**src/rtl/fwd_select_unit_pkg.sv**
```systemverilog
// -----------------------------------------------------------------------------
// fwd_select_unit_pkg
// Shared definitions for the forwarding / load-use hazard controller:
//   - operand-source codes driven to the EX-stage operand-select decoder
//   - hazard FSM state encoding
//   - default register-address width and stall-counter width
//   - saturating increment helper for the optional stall counter
// -----------------------------------------------------------------------------
package fwd_select_unit_pkg;

    // Operand-source codes (code 3 is never generated)
    localparam int         FWD_CODE_W    = 2;
    localparam logic [1:0] FWD_SRC_RF    = 2'd0;
    localparam logic [1:0] FWD_SRC_EXMEM = 2'd1;
    localparam logic [1:0] FWD_SRC_MEMWB = 2'd2;

    // Default register-address width of the RICS integer pipeline
    localparam int FWD_REG_ADDR_W = 5;

    // Tag-stage control-field width: {valid, wr_en, is_load}
    localparam int FWD_TAG_CTRL_W = 3;

    // Optional stall counter
    localparam int          FWD_STALL_CNT_W   = 16;
    localparam logic [15:0] FWD_STALL_CNT_MAX = 16'hFFFF;

    // Hazard controller states
    typedef enum logic [0:0] {
        ST_RUN   = 1'b0,
        ST_STALL = 1'b1
    } fwd_state_e;

    // Saturating increment for the stall counter
    function automatic logic [FWD_STALL_CNT_W-1:0] stall_cnt_inc(
        input logic [FWD_STALL_CNT_W-1:0] cnt
    );
        logic [FWD_STALL_CNT_W-1:0] res;
        if (cnt == FWD_STALL_CNT_MAX) begin
            res = cnt;
        end else begin
            res = cnt + 16'd1;
        end
        return res;
    endfunction

endpackage

```
**src/rtl/fwd_select_unit_fwd_src_cmp.sv**
```systemverilog
// -----------------------------------------------------------------------------
// fwd_src_cmp
// Resolves the EX-stage source of one operand from the two youngest in-flight
// tag stages. The stage nearer to EX wins; register 0 never forwards.
// Ports:
//   ex_valid_i/ex_wr_en_i/ex_rd_i    tag currently in ID/EX
//   mem_valid_i/mem_wr_en_i/mem_rd_i tag currently in EX/MEM
//   rs_i                             source register of the ID instruction
//   code_o                           next operand-source code (0/1/2)
//   ex_match_o                       ID/EX tag writes rs_i (used for load-use)
// -----------------------------------------------------------------------------
module fwd_src_cmp
    import fwd_select_unit_pkg::*;
#(
    parameter int REG_ADDR_W = FWD_REG_ADDR_W
) (
    input  logic                  ex_valid_i,
    input  logic                  ex_wr_en_i,
    input  logic [REG_ADDR_W-1:0] ex_rd_i,
    input  logic                  mem_valid_i,
    input  logic                  mem_wr_en_i,
    input  logic [REG_ADDR_W-1:0] mem_rd_i,
    input  logic [REG_ADDR_W-1:0] rs_i,
    output logic [FWD_CODE_W-1:0] code_o,
    output logic                  ex_match_o
);

    logic rs_nz_s;
    logic mem_match_s;

    // Tag comparison and nearest-stage priority selection
    always_comb begin
        rs_nz_s     = (rs_i != {REG_ADDR_W{1'b0}});
        ex_match_o  = ex_valid_i & ex_wr_en_i & (ex_rd_i == rs_i) & rs_nz_s;
        mem_match_s = mem_valid_i & mem_wr_en_i & (mem_rd_i == rs_i) & rs_nz_s;
        code_o      = FWD_SRC_RF;
        if (ex_match_o) begin
            code_o = FWD_SRC_EXMEM;
        end else if (mem_match_s) begin
            code_o = FWD_SRC_MEMWB;
        end else begin
            code_o = FWD_SRC_RF;
        end
    end

endmodule

```
**src/rtl/fwd_select_unit.sv**
```systemverilog
// -----------------------------------------------------------------------------
// fwd_select_unit
// Forwarding and load-use hazard controller at the ID->EX boundary.
// Tracks destination tags of in-flight instructions (ID/EX, EX/MEM, MEM/WB),
// registers the 2-bit operand-source codes for the EX-stage operand mux and
// raises a single-cycle stall when an instruction consumes a load result
// that is still in EX.
//
// Ports:
//   clk, rst                 clock (rising edge), async active-high reset
//   inp_valid                ID instruction valid
//   inp_rs1, inp_rs2         ID source registers
//   inp_rd, inp_wr_en        ID destination register and its write enable
//   inp_is_load              ID instruction is a load
//   inp_hold                 global pipeline freeze (dominates stall)
//   out_fwd_a, out_fwd_b     registered EX operand-source codes
//   out_stall                combinational stall request (hold PC, IF/ID)
//   out_stall_cnt            stall counter, only when FWD_SELECT_STALL_CNT_EN
//                            is defined
//
// Build option: define FWD_SELECT_STALL_CNT_EN to add the saturating
// out_stall_cnt port and counter.
// -----------------------------------------------------------------------------
module fwd_select_unit
    import fwd_select_unit_pkg::*;
#(
    parameter int REG_ADDR_W = FWD_REG_ADDR_W
) (
    input  logic                  clk,
    input  logic                  rst,
    input  logic                  inp_valid,
    input  logic [REG_ADDR_W-1:0] inp_rs1,
    input  logic [REG_ADDR_W-1:0] inp_rs2,
    input  logic [REG_ADDR_W-1:0] inp_rd,
    input  logic                  inp_wr_en,
    input  logic                  inp_is_load,
    input  logic                  inp_hold,
    output logic [FWD_CODE_W-1:0] out_fwd_a,
    output logic [FWD_CODE_W-1:0] out_fwd_b,
    output logic                  out_stall
`ifdef FWD_SELECT_STALL_CNT_EN
    ,
    output logic [FWD_STALL_CNT_W-1:0] out_stall_cnt
`endif
);

    typedef struct packed {
        logic                  valid;
        logic                  wr_en;
        logic                  is_load;
        logic [REG_ADDR_W-1:0] rd;
    } tag_t;

    localparam tag_t TAG_BUBBLE = '{valid: 1'b0, wr_en: 1'b0, is_load: 1'b0,
                                    rd: {REG_ADDR_W{1'b0}}};

    tag_t                  t_ex_q,  t_ex_d;
    tag_t                  t_mem_q, t_mem_d;
    tag_t                  t_wb_q,  t_wb_d;
    fwd_state_e            state_q, state_d;
    logic [FWD_CODE_W-1:0] fwd_a_q, fwd_a_d;
    logic [FWD_CODE_W-1:0] fwd_b_q, fwd_b_d;

    logic [FWD_CODE_W-1:0] code_a_s;
    logic [FWD_CODE_W-1:0] code_b_s;
    logic                  ex_match_a_s;
    logic                  ex_match_b_s;
    logic                  hazard_s;
    logic                  stall_s;
    logic                  bubble_s;

    // The MEM/WB tag completes the in-flight history but no operand selects
    // from it; its bits are only folded here so they stay visible.
    logic unused_tag_bits_s;
    assign unused_tag_bits_s = ^{t_wb_q, t_mem_q.is_load};

    fwd_src_cmp #(.REG_ADDR_W(REG_ADDR_W)) u_cmp_a (
        .ex_valid_i  (t_ex_q.valid),
        .ex_wr_en_i  (t_ex_q.wr_en),
        .ex_rd_i     (t_ex_q.rd),
        .mem_valid_i (t_mem_q.valid),
        .mem_wr_en_i (t_mem_q.wr_en),
        .mem_rd_i    (t_mem_q.rd),
        .rs_i        (inp_rs1),
        .code_o      (code_a_s),
        .ex_match_o  (ex_match_a_s)
    );

    fwd_src_cmp #(.REG_ADDR_W(REG_ADDR_W)) u_cmp_b (
        .ex_valid_i  (t_ex_q.valid),
        .ex_wr_en_i  (t_ex_q.wr_en),
        .ex_rd_i     (t_ex_q.rd),
        .mem_valid_i (t_mem_q.valid),
        .mem_wr_en_i (t_mem_q.wr_en),
        .mem_rd_i    (t_mem_q.rd),
        .rs_i        (inp_rs2),
        .code_o      (code_b_s),
        .ex_match_o  (ex_match_b_s)
    );

    // Load-use hazard detection: the load in EX has no result until MEM
    always_comb begin
        hazard_s = inp_valid & t_ex_q.is_load & (ex_match_a_s | ex_match_b_s);
    end

    // Hazard FSM: STALL state suppresses a second stall for the same hazard
    always_comb begin
        state_d = state_q;
        stall_s = 1'b0;
        unique case (state_q)
            ST_RUN: begin
                stall_s = hazard_s;
                if (hazard_s && !inp_hold) begin
                    state_d = ST_STALL;
                end else begin
                    state_d = ST_RUN;
                end
            end
            ST_STALL: begin
                stall_s = 1'b0;
                if (inp_hold) begin
                    state_d = ST_STALL;
                end else begin
                    state_d = ST_RUN;
                end
            end
            default: begin
                stall_s = 1'b0;
                state_d = ST_RUN;
            end
        endcase
    end

    // Next tag stages and operand codes; hold freezes everything
    always_comb begin
        bubble_s = stall_s | ~inp_valid;
        t_ex_d   = t_ex_q;
        t_mem_d  = t_mem_q;
        t_wb_d   = t_wb_q;
        fwd_a_d  = fwd_a_q;
        fwd_b_d  = fwd_b_q;
        if (!inp_hold) begin
            t_wb_d  = t_mem_q;
            t_mem_d = t_ex_q;
            if (bubble_s) begin
                t_ex_d  = TAG_BUBBLE;
                fwd_a_d = FWD_SRC_RF;
                fwd_b_d = FWD_SRC_RF;
            end else begin
                t_ex_d.valid   = 1'b1;
                t_ex_d.wr_en   = inp_wr_en;
                t_ex_d.is_load = inp_is_load;
                t_ex_d.rd      = inp_rd;
                fwd_a_d        = code_a_s;
                fwd_b_d        = code_b_s;
            end
        end else begin
            t_ex_d  = t_ex_q;
            t_mem_d = t_mem_q;
            t_wb_d  = t_wb_q;
        end
    end

    // Tag pipeline, operand codes and FSM state registers
    always_ff @(posedge clk or posedge rst) begin
        if (rst) begin
            t_ex_q  <= TAG_BUBBLE;
            t_mem_q <= TAG_BUBBLE;
            t_wb_q  <= TAG_BUBBLE;
            fwd_a_q <= FWD_SRC_RF;
            fwd_b_q <= FWD_SRC_RF;
            state_q <= ST_RUN;
        end else begin
            t_ex_q  <= t_ex_d;
            t_mem_q <= t_mem_d;
            t_wb_q  <= t_wb_d;
            fwd_a_q <= fwd_a_d;
            fwd_b_q <= fwd_b_d;
            state_q <= state_d;
        end
    end

    assign out_fwd_a = fwd_a_q;
    assign out_fwd_b = fwd_b_q;
    assign out_stall = stall_s;

`ifdef FWD_SELECT_STALL_CNT_EN
    logic [FWD_STALL_CNT_W-1:0] stall_cnt_q, stall_cnt_d;

    // Stall counter next value: counts stall cycles that actually advance
    always_comb begin
        stall_cnt_d = stall_cnt_q;
        if (!inp_hold && stall_s) begin
            stall_cnt_d = stall_cnt_inc(stall_cnt_q);
        end else begin
            stall_cnt_d = stall_cnt_q;
        end
    end

    // Stall counter register
    always_ff @(posedge clk or posedge rst) begin
        if (rst) begin
            stall_cnt_q <= {FWD_STALL_CNT_W{1'b0}};
        end else begin
            stall_cnt_q <= stall_cnt_d;
        end
    end

    assign out_stall_cnt = stall_cnt_q;
`endif

endmodule

```
**config.mk**
```make
export PLATFORM = sky130hd
export DESIGN_NAME = fwd_select_unit
export DESIGN_NICKNAME = d
export VERILOG_FILES = /design/src/rtl/fwd_select_unit_pkg.sv /design/src/rtl/fwd_select_unit_fwd_src_cmp.sv /design/src/rtl/fwd_select_unit.sv
export SDC_FILE = /design/constraint.sdc
export NUM_CORES = 1
export LEC_CHECK = 0
export BUFFER_PORTS_ARGS = -buffer_cell sky130_fd_sc_hd__buf_2
export CAP_MARGIN = 30
export CELL_PAD_IN_SITES_DETAIL_PLACEMENT = 1
export CELL_PAD_IN_SITES_GLOBAL_PLACEMENT = 2
export CORE_ASPECT_RATIO = 0.5
export CORE_MARGIN = 10
export CORE_UTILIZATION = 36
export DETAILED_ROUTE_END_ITERATION = 8
export PLACE_DENSITY_LB_ADDON = 0.25
export SLEW_MARGIN = 20
export SYNTH_ARGS = -nofsm -noshare
export SYNTH_HDL_FRONTEND = slang
export SYNTH_HIERARCHICAL = 1
export SYNTH_SLANG_ARGS = --single-unit
export TNS_END_PERCENT = 5
```
**constraint.sdc**
```tcl
create_clock -name clk -period 2.57 [get_ports clk]
set_input_delay 0.3855 -clock clk [delete_from_list [all_inputs] [get_ports clk]]
set_output_delay 0.3855 -clock clk [all_outputs]
set_load 0.05 [all_outputs]
```
==> results.md <==
Routing:
- After the first detailed-routing iteration, the DRC count stood at 23.
- For this block, the routed nets add up to 2670 um of wire.
- The detailed-route vias per instance is 5.15.
- The length of the first detailed-routing pass in iterations is 3.
- The count of nets left with antenna violations once routing finished came out at 0.
- In the final routed layout, each cell accounts on average for 18.2 um.
- Detailed routing inserted a total of around 760 vias.
- In the routed design, unresolved DRC markers number 0.

Placed design:
- Once detailed placement completed, the half-perimeter wirelength came to between 2000 and 2500 um.
- Once placement finished, the instance area stood at 1220 sq um.
- During placement, the flow inserted port buffers numbering 25.
- Routability-driven placement finished with a final weighted congestion of 0.796.

Synthesis:
- After synthesis, the netlist uses 23 different library cells.
- Synthesis handed over a netlist of 87 instances.
- The share of synthesized area occupied by flip-flops and latches is 0.461.
- The portion of synthesized area spent on multiplexers is 0.0726.
- The average instance in the mapped netlist occupies 12.5 sq um.
- The biggest area contributor in the post-synthesis netlist is dfrtp_1.
- The post-synthesis compound-gate area fraction came to 0.132.
- Of the total synthesized cell area, the portion taken by AND, OR, NAND and NOR gates is 0.137.
- The largest family of logic cells by synthesized area is XOR/XNOR gates.
- By area the synthesized netlist is led by dfrtp_1 (46%), xnor2_1 (16%), a22o_2 (8.3%).
- The share of flip-flops with an asynchronous set or reset is 1.00.
- The post-synthesis share of cell area spent on xor and xnor gates is 0.161.
- The post-synth design cell area is 1090 sq um.
- Counting flops with a built-in enable in the synthesized netlist gives 0.
- Among all flip-flop cells after synthesis, the most frequent one is dfrtp_1.
- Of the post-synthesis cell area, the dominant cell type holds 0.461.
- The synthesized design contains 20 register bits.
- The total nets after synthesis is 108.
- Of the total synthesized cell area, the portion taken by full adders, half adders and majority gates is 0.
- Yosys printed 6 warnings.

Floorplan:
- The floorplan has 13 rows.
- The core region is 2730 sq um.
- The floorplan step set the die width to 97.7 um.
- The floorplan step set the die height to 58.8 um.
- The starting utilization of the core area is 0.397.
- The die outline area is 5750 sq um.
- Pin placement for this block handled 26 I/O pins.

Clock network:
- The CTS tree is done.
- The number of gates resized after CTS was 0.
- Clock latency on the worst-skew pair, taken at its later pin, is 0.26 ns.
- The number of buffers added to fix hold violations after cts is 0.
- The worst-case clock buffer depth is 2.
- The setup fix buffers added after clock tree synthesis is 0.
- The number of clock buffers inserted by TritonCTS is 3.
- In this run the number of H-tree levels came out at 1.
- For this design, the sink count on the clock tree is 20.
- The CTS root buffer is clkbuf_8.
- Clock-pin slew was measured on the worst setup and hold paths at approximately 0.070 ns.

Min path:
- The worst hold path belongs to the class input pin to asynchronous set/reset pin.

STA:
- Timing would allow up to between 0.4 and 0.5 GHz.
- The number of max-slew violations in the final report is 0.
- The worst-case headroom to the max-slew limit is 0.469.
- The clock skew is 0.00342 ns.
- Setup violations remaining at the end of the flow were counted as 0.
- The final critical delay including setup and external delays is 2.39 ns.
- Setup repair after global routing left no endpoint under its margin.
- The number of hold violations in the final report is 0.
- In the final timing run, aggregate negative setup slack is 0 ns.
- In the finished design, the share of the clock period the worst path needs comes to 0.932.
- The slew at the pin closest to its max-slew limit is 0.795 ns.

Setup path:
- Of all nets on the critical path, the largest fanout is 3.
- For the worst setup path, the data required time is 2.18 ns.
- STA classifies the critical path startpoint as an input pin.
- The data arrival time of the worst path is 2.01 ns.
- The critical path class is input pin to primary output.
- The critical path capture point type is a primary output.

Outcome:
- The flow ran to the end, and the final reports show no timing, DRC or antenna violations.

GRT:
- The number of antenna violations at the first check in global routing was 0.
- Entering global routing, the biggest net connects 22 pins.
- Across every metal layer, demand over resource in global routing totals 0.0994.
- The wire length of the first global-routing pass is 4440 um.
- The number of global-route vias before repair is 837.
- Global routing finished with a remaining overflow of 0.

Pwr:
- The power per cell area is between 500 and 600 nW/um^2.
- The reported leakage power is 0.554 nW.
- Across the VDD grid, the largest voltage drop is ~0.00028 V.

Final layout:
- The fraction of layout instances using a drive strength above 1 is 0.491.
- The area growth from synthesis to layout is 16.4%.
- The net total in the final layout is 133.
- The finished cells cover 1260 sq um.
- The library cell used most frequently in the layout, excluding fill and tap cells, is buf_2.
- The filler cells instantiated in the layout total 311.
- In the layout the commonest cells are buf_2 (25), dfrtp_1 (20), xnor2_1 (20).
- The number of antenna cells inserted is 0.

Run:
- The number of violations of the max-capacitance limit is 0.
[metal layers]
| metal | global-route usage | routed length, um |
|---|---|---|
| met2 | 0.141 | 1090 |
| met4 | 0.0370 | 28 |
| met5 | 0 | 0 |
| met1 | 0.131 | 1410 |
| met3 | 0.0407 | 143 |
[registers in the layout, indices dropped and copies added, names as in the netlist]
register	flops
t_ex_q	8
t_mem_q	7
out_fwd_a	2
out_fwd_b	2
state_q	1
[logic make-up after synthesis]
group           after synthesis
compound gates               14
xor+xnor                     20
buf+inv                       6
flops                        20
mux                           7
simple gates                 20
[worst max-delay path, cell delays in order]
cell	delay, ns
buf_2	0.12
or4_1	0.57
nor2_2	0.16
nor3_2	0.09
or2_4	0.26
and3_2	0.21
buf_2	0.21
[cell usage after synthesis (2+ instances only)]
cell	instances
nor3_2	2
mux2_2	7
nor4_2	2
nand3_1	4
dfrtp_1	20
buf_4	2
nor2_2	2
a22o_1	2
nand4_1	4
or4_1	2
a22o_2	9
xnor2_1	20
[final cells by class]
type | count | area, sq um | share of cell area
Multi-Input combinational cell | 61 | 547 | 0.433
Tap cell | 37 | 46.3 | 0.0366
Sequential cell | 20 | 500 | 0.396
Clock buffer | 3 | 41.3 | 0.0327
Inverter | 1 | 3.75 | 0.00297
Timing Repair Buffer | 25 | 125 | 0.0990
[metrics by stage]
| step | hold slack (ns) | instances | utilization | power, W | worst slack (ns) |
|---|---|---|---|---|---|
| after global routing | 0.329 | 147 | 0.462 | 0.000728 | 0.0583 |
| after floorplan | 0.349 | 87 | - | 0.000448 | 0.482 |
| after detailed placement | 0.482 | 144 | 0.447 | 0.000490 | 0.188 |
| after CTS | 0.284 | 147 | 0.462 | 0.000702 | 0.170 |
| after global placement | 0.466 | 144 | 0.447 | 0.000483 | 0.204 |
| final | 0.266 | 147 | 0.462 | 0.000688 | 0.175 |
[where the power goes]
part	leakage, nW	internal (W)	switching [W]
Combinational	0.269	0.0000651	0.0000550
Clock	0.0216	0.000105	0.000100
Sequential	0.264	0.000337	0.0000254
[final timing paths]
kind                       slack (ns)  depth (start not counted)                       end                  start
max reg2reg                      0.81                          6     t_ex_q[6]$_DFFE_PP0N_  t_ex_q[1]$_DFFE_PP0N_
min                              0.27                          2  out_fwd_b[1]$_DFFE_PP0N_                    rst
min in group clk                 0.33                          2     t_ex_q[1]$_DFFE_PP0N_              inp_rd[1]
max                              0.18                          7                 out_stall             inp_rs1[2]
max in group asynchronous        1.81                          2     t_ex_q[0]$_DFFE_PP0N_                    rst
min reg2reg                      0.49                          1         state_q$_DFF_PP0_      state_q$_DFF_PP0_
Note: power is estimated with default switching activity, not from simulation.
